### src/rtl/im_loader.sv
// rtl/im_loader.sv - assembles a byte stream into 24-bit instructions and writes them to instruction memory
// IM_LOADER_CHKSUM_EN adds a trailing XOR checksum byte and drives chk_err.
module im_loader #(
  parameter int ADDR_W = 8,
  parameter int INS_W  = 24
) (
  input  logic              clk,
  input  logic              reset,
  input  logic              start,
  input  logic [ADDR_W-1:0] base_addr,
  input  logic [7:0]        len,
  input  logic [7:0]        byte_in,
  input  logic              byte_valid,
  output logic              byte_ready,
  output logic              im_we,
  output logic [ADDR_W-1:0] im_waddr,
  output logic [INS_W-1:0]  im_wdata,
  output logic              load_busy,
  output logic              load_done,
  output logic              chk_err
);

  typedef enum logic [2:0] {
    IDLE,
    RECV,
    WRITE,
`ifdef IM_LOADER_CHKSUM_EN
    CHK,
`endif
    DONE
  } state_t;

  state_t     state;
  logic [1:0] bcnt;
  logic [7:0] icnt;
  logic [7:0] len_q;
  logic       accept;
`ifdef IM_LOADER_CHKSUM_EN
  logic [7:0] chk_acc;
`else
  assign chk_err = 1'b0;
`endif

  assign accept = byte_valid & byte_ready;

  always_ff @(posedge clk or negedge reset) begin
    if (!reset) begin
      state      <= IDLE;
      bcnt       <= 2'd0;
      icnt       <= 8'd0;
      len_q      <= 8'd0;
      byte_ready <= 1'b0;
      im_we      <= 1'b0;
      im_waddr   <= '0;
      im_wdata   <= '0;
      load_busy  <= 1'b0;
      load_done  <= 1'b0;
`ifdef IM_LOADER_CHKSUM_EN
      chk_acc    <= 8'd0;
      chk_err    <= 1'b0;
`endif
    end else begin
      im_we     <= 1'b0;
      load_done <= 1'b0;
      case (state)
        IDLE: begin
          if (start) begin
            im_waddr <= base_addr;
            len_q    <= len;
            bcnt     <= 2'd0;
            icnt     <= 8'd0;
`ifdef IM_LOADER_CHKSUM_EN
            chk_acc  <= 8'd0;
            chk_err  <= 1'b0;
`endif
            if (len != 8'd0) begin
              state      <= RECV;
              byte_ready <= 1'b1;
              load_busy  <= 1'b1;
            end else begin
              state     <= DONE;
              load_done <= 1'b1;
            end
          end
        end
        RECV: begin
          if (accept) begin
            // MSB-first: the byte slot follows the position within the instruction
            case (bcnt)
              2'd0:    im_wdata[INS_W-1 -: 8] <= byte_in;
              2'd1:    im_wdata[INS_W-9 -: 8] <= byte_in;
              default: im_wdata[7:0]          <= byte_in;
            endcase
`ifdef IM_LOADER_CHKSUM_EN
            chk_acc <= chk_acc ^ byte_in;
`endif
            if (bcnt == 2'd2) begin
              bcnt       <= 2'd0;
              state      <= WRITE;
              byte_ready <= 1'b0;
              im_we      <= 1'b1;
            end else begin
              bcnt <= bcnt + 2'd1;
            end
          end
        end
        WRITE: begin
          if (icnt == len_q - 8'd1) begin
`ifdef IM_LOADER_CHKSUM_EN
            state      <= CHK;
            byte_ready <= 1'b1;
`else
            state     <= DONE;
            load_busy <= 1'b0;
            load_done <= 1'b1;
`endif
          end else begin
            icnt       <= icnt + 8'd1;
            im_waddr   <= im_waddr + ADDR_W'(1);
            state      <= RECV;
            byte_ready <= 1'b1;
          end
        end
`ifdef IM_LOADER_CHKSUM_EN
        CHK: begin
          if (accept) begin
            chk_err    <= (byte_in != chk_acc);
            byte_ready <= 1'b0;
            load_busy  <= 1'b0;
            load_done  <= 1'b1;
            state      <= DONE;
          end
        end
`endif
        DONE:    state <= IDLE;
        default: state <= IDLE;
      endcase
    end
  end

endmodule

### config.mk
export PLATFORM = sky130hd
export DESIGN_NAME = im_loader
export DESIGN_NICKNAME = d
export VERILOG_FILES = /design/src/rtl/im_loader.sv
export SDC_FILE = /design/constraint.sdc
export NUM_CORES = 1
export LEC_CHECK = 0
export CORE_MARGIN = 1
export CORE_UTILIZATION = 50
export CTS_CLUSTER_DIAMETER = 60
export CTS_CLUSTER_SIZE = 24
export DETAILED_ROUTE_END_ITERATION = 16
export GPL_ROUTABILITY_DRIVEN = 0
export GPL_TIMING_DRIVEN = 0
export MAX_ROUTING_LAYER = met4
export PLACE_DENSITY = 0.8
export SYNTH_ARGS = -nofsm -noshare
export SYNTH_HDL_FRONTEND = slang
export SYNTH_SLANG_ARGS = --single-unit
### constraint.sdc
create_clock -name clk -period 3.2 [get_ports clk]
set_clock_uncertainty 0.2 [all_clocks]
set_input_delay 0.48 -clock clk [delete_from_list [all_inputs] [get_ports clk]]
set_output_delay 0.48 -clock clk [all_outputs]
set_load 0.005 [all_outputs]
==> impl_metrics.py, run 1 <==
metrics = {
    "routing": {
        "drt-initial-drc-count": 146,
        "vias": 2232,
        "wl_mm": 6.10,
        "viasPerCell": 5.51,
        "firstDrtPassIters": 4,
        "wire_per_inst_um": 15.1,
        "detail-route-antenna-nets": 0,
        "drc_errors": 0,
    },
    "worst_setup_path": {
        "timing.rr.start": "len_q[0]",
        "path_cells": "inv_1, ha_1, or3b_4, nor4_1, o211ai_2, a311oi_4, buf_6, nor2_1, mux2_2",
        "cp-startpoint": "len_q[0]",
        "required_ps": 3200,
        "cp_num_buf_inv": 2,
        "reg2regPathDepth": 9,
        "cp.depth": 9,
        "r2r_slack_ps": 350,
        "end_kind": "flop",
        "cp_slowest_cell": "dfrtp_1",
        "setup.worst_path.class": "reg -> reg",
        "r2r-end": "icnt[0]",
        "cp.arrival_ps": 2850,
        "critPathMaxStageDelay_ps": 450,
        "cp_top_family": "simple AND/OR/NAND/NOR gates",
        "cp_max_fo": 10,
        "startpoint_type": "flop",
        "cp-endpoint": "icnt[0]",
    },
    "cts": {
        "worstSkewPairLatency_ps": 310,
        "cts_buffers": 5,
        "clk_pin_slew_ps": 100,
        "cts_tree": "done",
        "cts_setup_buffers": 0,
        "post_cts_resized": 0,
        "cts_root_buffer": "clkbuf_8",
        "cts_hold_buf": 1,
        "cts_sinks": 56,
        "cts_buffer_depth": 2,
        "h-tree-depth": 2,
    },
    "job": {
        "maxCapViolations": 0,
    },
    "finish": {
        "mostFrequentLayoutCells": "62 x clkdlybuf4s50_1, 56 x dfrtp_1, 28 x nand2_1",
        "layout-drive-gt1-share_pct": 14.3,
        "seqCellArea_um2": 1400,
        "multi_input_area_um2": 1260,
        "nNetsFinal": 365,
        "fillers": 423,
        "diodes": 0,
        "final_common_cell": "clkdlybuf4s50_1",
        "area_growth_pct": 31.0,
    },
    "yosys": {
        "ys_async_sr_fraction_pct": 100,
        "synth_edf_count": 0,
        "synthCells": 262,
        "yosysSeqAreaShare_pct": 50.8,
        "yosysWarnings": 0,
        "ys_seq_elements": 56,
        "ys_types": 45,
        "netlist_area_um2": 2760,
        "syn_area_per_cell_um2": 10.5,
        "ys.flop_type": "dfrtp_1",
        "synth_nets": 293,
    },
    "die": {
        "coreArea_um2": 5200,
        "rows": 26,
        "io_pins": 65,
        "initial_core_util_pct": 53.0,
        "die_w_um": 76.3,
        "die-height_um": 76.3,
        "die_area_um2": 5810,
    },
    "min_path": {
        "min_path_type": "reg -> reg",
        "min_path_cells": 2,
    },
    "global_routing": {
        "grt_usage_pct": 23.5,
        "antenna_found_initial": 0,
        "first_global_vias": 2379,
        "grt_first_pass_wirelength_mm": 10.8,
        "grt_max_degree": 36,
        "grt_overflow": 0,
    },
    "sta": {
        "max_freq_mhz": 351,
        "worst_pin_slew_ps": 1100,
        "hold_viol_final": 0,
        "maxSlewHeadroom_pct": 25.8,
        "layout_setup_ws_ps": 347,
        "drv_slew": 0,
        "finalCritPeriodShare_pct": 89.1,
        "finalSetupViolCount": 0,
        "rsz0062_at_grt": "false",
        "min_period_ps": 2850,
    },
    "placed_design": {
        "post-place-ws_ps": 385,
        "hpwl_mm": 4.43,
        "port_buffers": 63,
    },
    "power": {
        "power_leakage_nw": 1.46,
        "vdd_drop_max_uv": 506,
        "power_per_cell_area_nw_per_um2": 820,
        "total_power_mw": 2.96,
    },
    "outcome": {
        "outcome": "completed",
    },
}
metal layers:
| metal | vias up | track usage [%] | share of wire [%] |
|---|---|---|---|
| met3 | 6 | 7.07 | 6.1 |
| met4 | 0 | 5.38 | 1.0 |
| met2 | 57 | 38.5 | 49 |
| met5 | - | - | 0 |
| li1 | 1080 | - | - |
| met1 | 1089 | 28.8 | 44 |
where the power goes:
part / switching (mW) / leakage [nW] / internal [mW]
combinational: 0.502 / 0.717 / 0.759
clock: 0.231 / 0.0558 / 0.237
sequential: 0.241 / 0.692 / 0.990
total: 0.975 / 1.46 / 1.99
cell type report:
type                            count  share of cell area, %
Buffer                             13                   1.87
Multi-Input combinational cell    185                   34.8
Inverter                            8                  0.832
Clock inverter                      2                   1.07
Clock buffer                        6                   2.01
Timing Repair Buffer               65                   18.2
Sequential cell                    56                   38.8
Tap cell                           70                   2.43
cells in the mapped netlist, drive strengths merged, types with 2 or more instances:
cell / count / share of area, %
dfrtp: 56 / 51
nand2: 28 / 3.8
mux2: 25 / 10
o21ai: 16 / 2.9
nor2: 14 / 1.9
a21oi: 13 / 2.4
nand3: 9 / 1.6
nor3: 9 / 1.6
o211ai: 9 / 2.6
buf: 8 / 1.8
inv: 8 / 1.1
clkbuf: 5 / 0.68
nand2b: 5 / 1.1
nand4: 5 / 1.1
nor4: 5 / 1.9
xnor2: 5 / 1.6
a21o: 4 / 1.1
o31ai: 4 / 1.1
or4: 4 / 1.1
ha: 3 / 1.4
nor3b: 3 / 0.82
or2: 3 / 0.68
and2: 2 / 0.45
o21bai: 2 / 0.54
or3: 2 / 0.45
xor2: 2 / 0.64
tightest hold or removal path: stages, from the launching register on:
cell     delay, ps
dfrtp_1        370
nand2_1         50
nand2_1         60
flip-flops by register name, indices dropped and copies added (netlist names):
signal / cells
im_wdata: 24
state: 2
icnt: 8
load_done: 1
byte_ready: 1
load_busy: 1
im_we: 1
bcnt: 2
im_waddr: 8
len_q: 8
worst min-delay path by stage:
stage                  from           end
6_report           len_q[7]      len_q[7]
3_3_place_gp      load_busy     load_busy
3_5_place_dp          reset      len_q[2]
4_1_cts            len_q[7]      len_q[7]
2_1_floorplan         reset       bcnt[0]
5_1_grt        im_wdata[22]  im_wdata[22]
cells by family (layout without fill, tap and decap cells):
family / after synthesis / after routing / synth area share, %
muxes: 26 / 26 / 10.6
adders and majority gates: 3 / 3 / 1.36
DFF: 56 / 56 / 50.8
other: 1 / 1 / 0.136
xor gates and xnor gates: 7 / 7 / 2.22
AOI/OAI and AO/OA: 56 / 56 / 13.7
buffers and inverters: 21 / 94 / 3.54
and+or+nand+nor: 92 / 92 / 17.6
stage by stage:
step                TNS, ps  hold slack, ps  cell area [µm²]  utilization [%]  cells
floorplan                 0           -15.6             2760                -    262
global route              0             339             3610             69.4    405
finish                    0             311             3610             69.4    405
global placement     -15330             283             3470             66.8    395
CTS                       0             315             3610             69.4    405
detailed placement        0             285             3490             67.0    396
(Power assumes the default switching activity.)
==> inputs of run 2 (changes only) <==
--- a/config.mk
+++ b/config.mk
@@ -14,6 +14,7 @@
 export GPL_TIMING_DRIVEN = 0
 export MAX_ROUTING_LAYER = met4
 export PLACE_DENSITY = 0.8
+export SLEW_MARGIN = 30
 export SYNTH_ARGS = -nofsm -noshare
 export SYNTH_HDL_FRONTEND = slang
 export SYNTH_SLANG_ARGS = --single-unit
==> impl_metrics.py, run 2 (synthesis results as in run 1) <==
metrics = {
    "min_path": {
        "min_path_type": "reg -> reg",
    },
    "placed_design": {
        "hpwl_mm": 4.46,
        "post-place-ws_ps": 357,
        "port_buffers": 63,
    },
    "cts": {
        "cts_buffers": 5,
        "cts_tree": "done",
        "worstSkewPairLatency_ps": 310,
        "h-tree-depth": 2,
        "post_cts_resized": 0,
        "cts_buffer_depth": 2,
        "clk_pin_slew_ps": 100,
        "cts_root_buffer": "clkbuf_8",
        "cts_sinks": 56,
    },
    "finish": {
        "nNetsFinal": 365,
        "fillers": 407,
        "largest_reg_flops": 24,
        "area_growth_pct": 31.4,
        "final_common_cell": "clkdlybuf4s50_1",
        "largest_register": "im_wdata",
        "layout-drive-gt1-share_pct": 14.3,
        "mostFrequentLayoutCells": "62 x clkdlybuf4s50_1, 56 x dfrtp_1, 28 x nand2_1",
        "diodes": 0,
    },
    "sta": {
        "maxSlewHeadroom_pct": 43.4,
        "max_freq_mhz": 349,
        "hold_viol_final": 0,
        "min_period_ps": 2870,
        "finalCritPeriodShare_pct": 89.6,
        "drv_slew": 0,
        "setup_tns_ps": 0,
        "worst_pin_slew_ps": 845,
        "rsz0062_at_grt": "false",
        "finalSetupViolCount": 0,
        "layout_setup_ws_ps": 333,
    },
    "die": {
        "io_pins": 65,
        "die_area_um2": 5810,
        "rows": 26,
        "die-height_um": 76.3,
        "die_w_um": 76.3,
        "coreArea_um2": 5200,
        "initial_core_util_pct": 53.0,
    },
    "worst_setup_path": {
        "cp_max_fo": 10,
        "cp_slowest_cell": "dfrtp_1",
        "cp.arrival_ps": 2870,
        "end_kind": "flop",
        "critPathMaxStageDelay_ps": 460,
        "cp_num_buf_inv": 2,
        "path_cells": "inv_1, ha_1, or3b_4, nor4_1, o211ai_2, a311oi_4, buf_6, nor2_1, mux2_2",
        "setup.worst_path.class": "reg -> reg",
        "startpoint_type": "flop",
        "required_ps": 3200,
        "cp_top_family": "simple AND/OR/NAND/NOR gates",
    },
    "power": {
        "power_leakage_nw": 1.47,
        "vdd_drop_max_uv": 500,
        "power_per_cell_area_nw_per_um2": 822,
    },
    "routing": {
        "drc_errors": 0,
        "wire_per_inst_um": 15.3,
        "drt-initial-drc-count": 141,
        "detail-route-antenna-nets": 0,
        "firstDrtPassIters": 4,
        "viasPerCell": 5.53,
        "wl_mm": 6.18,
        "vias": 2241,
    },
    "global_routing": {
        "grt_max_degree": 36,
        "met3_usage_pct": 6.47,
        "first_global_vias": 2373,
        "met2_usage_pct": 39.7,
        "grt-busiest-layer": "met2",
        "use_met1_pct": 28.8,
        "grt_first_pass_wirelength_mm": 10.9,
        "grt_overflow": 0,
        "antenna_found_initial": 0,
        "grt_usage_pct": 23.8,
    },
    "outcome": {
        "outcome": "completed",
    },
    "job": {
        "maxCapViolations": 0,
    },
}
## run 2: metrics by stage
step | power, mW | util [%] | instance area [µm²] | cells | hold WS (ps)
3_3_place_gp | 2.46 | 66.8 | 3470 | 395 | 283
3_5_place_dp | 2.51 | 67.1 | 3490 | 396 | 192
5_1_grt | 3.18 | 69.6 | 3620 | 405 | 337
2_1_floorplan | 1.86 | - | 2760 | 262 | -15.6
6_report | 2.98 | 69.6 | 3620 | 405 | 310
4_1_cts | 2.99 | 69.4 | 3610 | 405 | 314
## run 2: path summary, 6_finish.rpt
kind / start / end / slack (ps) / depth (start not counted)
worst max-delay path: len_q[0] / icnt[0] / 330 / 9
worst min-delay path: len_q[7] / len_q[7] / 310 / 2
worst max register to register: len_q[0] / icnt[0] / 330 / 9
worst min register to register: len_q[7] / len_q[7] / 310 / 2
max in group asynchronous: reset / icnt[7] / 1930 / 3
min in group asynchronous: reset / len_q[3] / 400 / 2
## run 2: area by class of cell
cell class	count	area [µm²]	area share, %
Buffer	13	67.6	1.87
Clock buffer	6	72.6	2.00
Clock inverter	2	38.8	1.07
Inverter	8	30.0	0.829
Multi-Input combinational cell	185	1270	35.0
Sequential cell	56	1400	38.7
Tap cell	70	87.6	2.42
Timing Repair Buffer	65	658	18.2
## run 2: tightest hold or removal path, cell delays in order (launching register included)
cell     delay, ps
dfrtp_1        370
nand2_1         60
nand2_1         60
## run 2: routing by layer
| metal | share of wire, % | vias up |
|---|---|---|
| met5 | 0 | - |
| met2 | 50 | 64 |
| met4 | 0.82 | 0 |
| met1 | 43 | 1087 |
| met3 | 6.1 | 6 |
| li1 | - | 1084 |
## run 2: report_power, final
| part | internal [mW] | switching [mW] | total [mW] |
|---|---|---|---|
| combinational | 0.763 | 0.507 | 1.27 |
| clock | 0.237 | 0.236 | 0.473 |
| sequential | 0.990 | 0.244 | 1.23 |
## run 2: timing repair
action,in CTS,in global routing
hold endpoints to repair,21,0
hold buffers,1,0
setup buffers,0,0
==> RTL edit (config.mk and constraints of run 2) <==
The 4 states of `state_t` get a one-hot encoding in 4 bits.
--- a/src/rtl/im_loader.sv
+++ b/src/rtl/im_loader.sv
@@ -20,14 +20,14 @@
   output logic              chk_err
 );
 
-  typedef enum logic [2:0] {
-    IDLE,
-    RECV,
-    WRITE,
+  typedef enum logic [3:0] {
+    IDLE  = 4'b0001,
+    RECV  = 4'b0010,
+    WRITE = 4'b0100,
 `ifdef IM_LOADER_CHKSUM_EN
     CHK,
 `endif
-    DONE
+    DONE  = 4'b1000
   } state_t;
 
   state_t     state;
Formal check against the unedited RTL: same outputs for any inputs over 4 cycles, from zero or initial values and one cycle with reset low; so few cycles prove little.
==> RTL edit against run 2 <==
Total power up 5.5%. Utilization up 2.1 points. Via count is 2.2% higher. Sequential share of layout area down 0.26 points. Global-route usage down 0.41 points. Worst setup slack worse by 87 ps. Highest routed layer unchanged. Sequential cell count rose by 2. Hold slack got worse by 7.2 ps. Wire length is 0.29% lower. Critical endpoint is now im_waddr[5]. Final area rose by 4.4%. Area after synthesis is 2.4% higher.
==> RTL edit: results <==
export IMPL_gr_usage_met3=0.0440
export IMPL_yosysWarnings=0
export IMPL_worst_r2r_path_depth=10
export IMPL_drt_iter0_drc=129
export IMPL_postCtsSetupRepairBufs=0
export IMPL_fillerInstances=401
export IMPL_finish_net_count=374
export IMPL_number_of_flip_flops_under_the_largest_register_name=24
export IMPL_critical_path_max_stage_delay_ps=490
export IMPL_portion_of_the_post_synthesis_area_used_by_sequential_elements=0.515
export IMPL_relative_slew_margins=0.428
export IMPL_numCtsBuffers=9
export IMPL_number_of_distinct_library_cells_after_synthesis=48
export IMPL_synth_nets=298
export IMPL_cts_root_buffer_cell="clkbuf_8"
export IMPL_dpl_hpwl_um=4390
export IMPL_io_buffer_count=63
export IMPL_met1_usage=0.302
export IMPL_num_antenna_cells=0
export IMPL_hold_class="flip-flop to flip-flop"
export IMPL_clk_pin_slew_ps=60
export IMPL_vdd_ir_drop_max_v=0.000533
export IMPL_grt_max_degree=33
export IMPL_power_static_leakage_nw=1.62
export IMPL_timing_critical_path_arrival_ps=2990
export IMPL_synth_top_cells_by_area="dfrtp_1, mux2_2, nand2_1"
export IMPL_wire_length_of_the_first_global_routing_pass_um=10500
export IMPL_gr_util_all_layers=0.234
export IMPL_largest_register="im_wdata"
export IMPL_h_tree_depth=3
export IMPL_final_max_slew_violation_count=0
export IMPL_clk_path_buf_depth=2
export IMPL_worst_skew_pair_latency_ps=330
export IMPL_yosys_top_cells_count="dfrtp_1, nand2_1, mux2_2"
export IMPL_max_cap_viols=0
export IMPL_worstSetupPathType="flip-flop to flip-flop"
export IMPL_asyncSetResetFlopFracSynth=1.00
export IMPL_grt_antenna_before_repair=0
export IMPL_r2r_slack_ps=250
export IMPL_critical_path_top_delay_family="simple AND/OR/NAND/NOR gates"
export IMPL_outcome="finished clean"
export IMPL_capture_point_of_the_worst_reg_to_reg_path="im_waddr[5]"
export IMPL_worstReg2RegStart="len_q[0]"
export IMPL_final_layout_size_suffix_gt1_frac=0.142
export IMPL_timing_critical_path_slowest_stage_cell="or4_1"
export IMPL_via_count=2290
export IMPL_globalRouteMet2Util=0.348
export IMPL_routed_wirelength_um=6160
export IMPL_detail_route_first_pass_iterations=4
export IMPL_worst_path_max_fanout=10
==> RTL edit: cell count changes in the layout (fill, tap and decap cells not counted), sizes merged, moves of 4 or more <==
cell,before,now
nor2,14,8
o211ai,9,0
nand2,28,39
nor3,9,5
nand3,9,2
clkbuf,11,21
buf,10,6
o21ai,16,24
inv,9,4
a2bb2oi,0,4
==> RTL edit: final cells by class <==
type	instances	area share
Sequential cell	58	0.384
Multi-Input combinational cell	191	0.341
Timing Repair Buffer	65	0.174
Clock buffer	11	0.0374
Tap cell	70	0.0232
Buffer	14	0.0192
Clock inverter	3	0.0172
Inverter	4	0.00397
==> RTL edit: power breakdown <==
part,switching (mW),internal (mW)
clock network,0.264,0.450
registers,0.212,0.997
logic,0.495,0.723
==> RTL edit: cells by family (layout without fill, tap and decap cells) <==
family                   after synthesis  count (layout)  synth area share
AO/OA/AOI/OAI                         59              59             0.125
XOR/XNOR                               9               9            0.0328
adder cells (fa/ha/maj)                3               3            0.0133
buffers and inverters                 18              97            0.0310
flip-flops                            58              58             0.515
multiplexers                          26              26             0.104
other                                  1               1           0.00133
AND/OR/NAND/NOR                       93              93             0.177
==> RTL edit: repair_timing <==
action,in CTS,in global routing
gates resized for setup,0,0
hold endpoints to repair,26,0
hold buffers,1,0
==> RTL edit: layer usage <==
layer  vias up  wire length [µm]  share of wire
li1       1130                 -              -
met1      1083              2870           0.47
met2        67              2930           0.48
met3        10               268          0.043
met4         0                95          0.015
met5         -                 0              0
==> RTL edit: how the worst min path moves through the flow <==
stage                        end  cells after the start  slack (ps)    startpoint
detailed placement   im_waddr[1]                      1         220         reset
CTS                 im_wdata[22]                      1         310  im_wdata[22]
finish              im_wdata[14]                      1         300  im_wdata[14]
global placement     im_wdata[1]                      1         290   im_wdata[1]
global route        im_wdata[20]                      1         330  im_wdata[20]
floorplan                bcnt[0]                      0         -20         reset
==> RTL edit: worst reg2reg max path, cell delays in order (launching register included) <==
cell	delay (ps)
dfrtp_1	420
inv_1	90
ha_1	160
or3b_1	400
or4_1	490
a31oi_1	260
and4_1	240
buf_6	130
clkbuf_2	230
o21ai_0	150
o21ai_0	100
==> RTL edit: through the flow <==
step           utilization  setup slack, ps  hold slack [ps]  cells  instance area [µm²]
2_1_floorplan            -              604            -15.6    267                 2820
3_3_place_gp         0.672             -371              286    400                 3540
3_5_place_dp         0.676              312              216    401                 3560
4_1_cts              0.717              278              306    416                 3780
5_1_grt              0.717             89.8              327    416                 3780
6_report             0.717              246              303    416                 3780
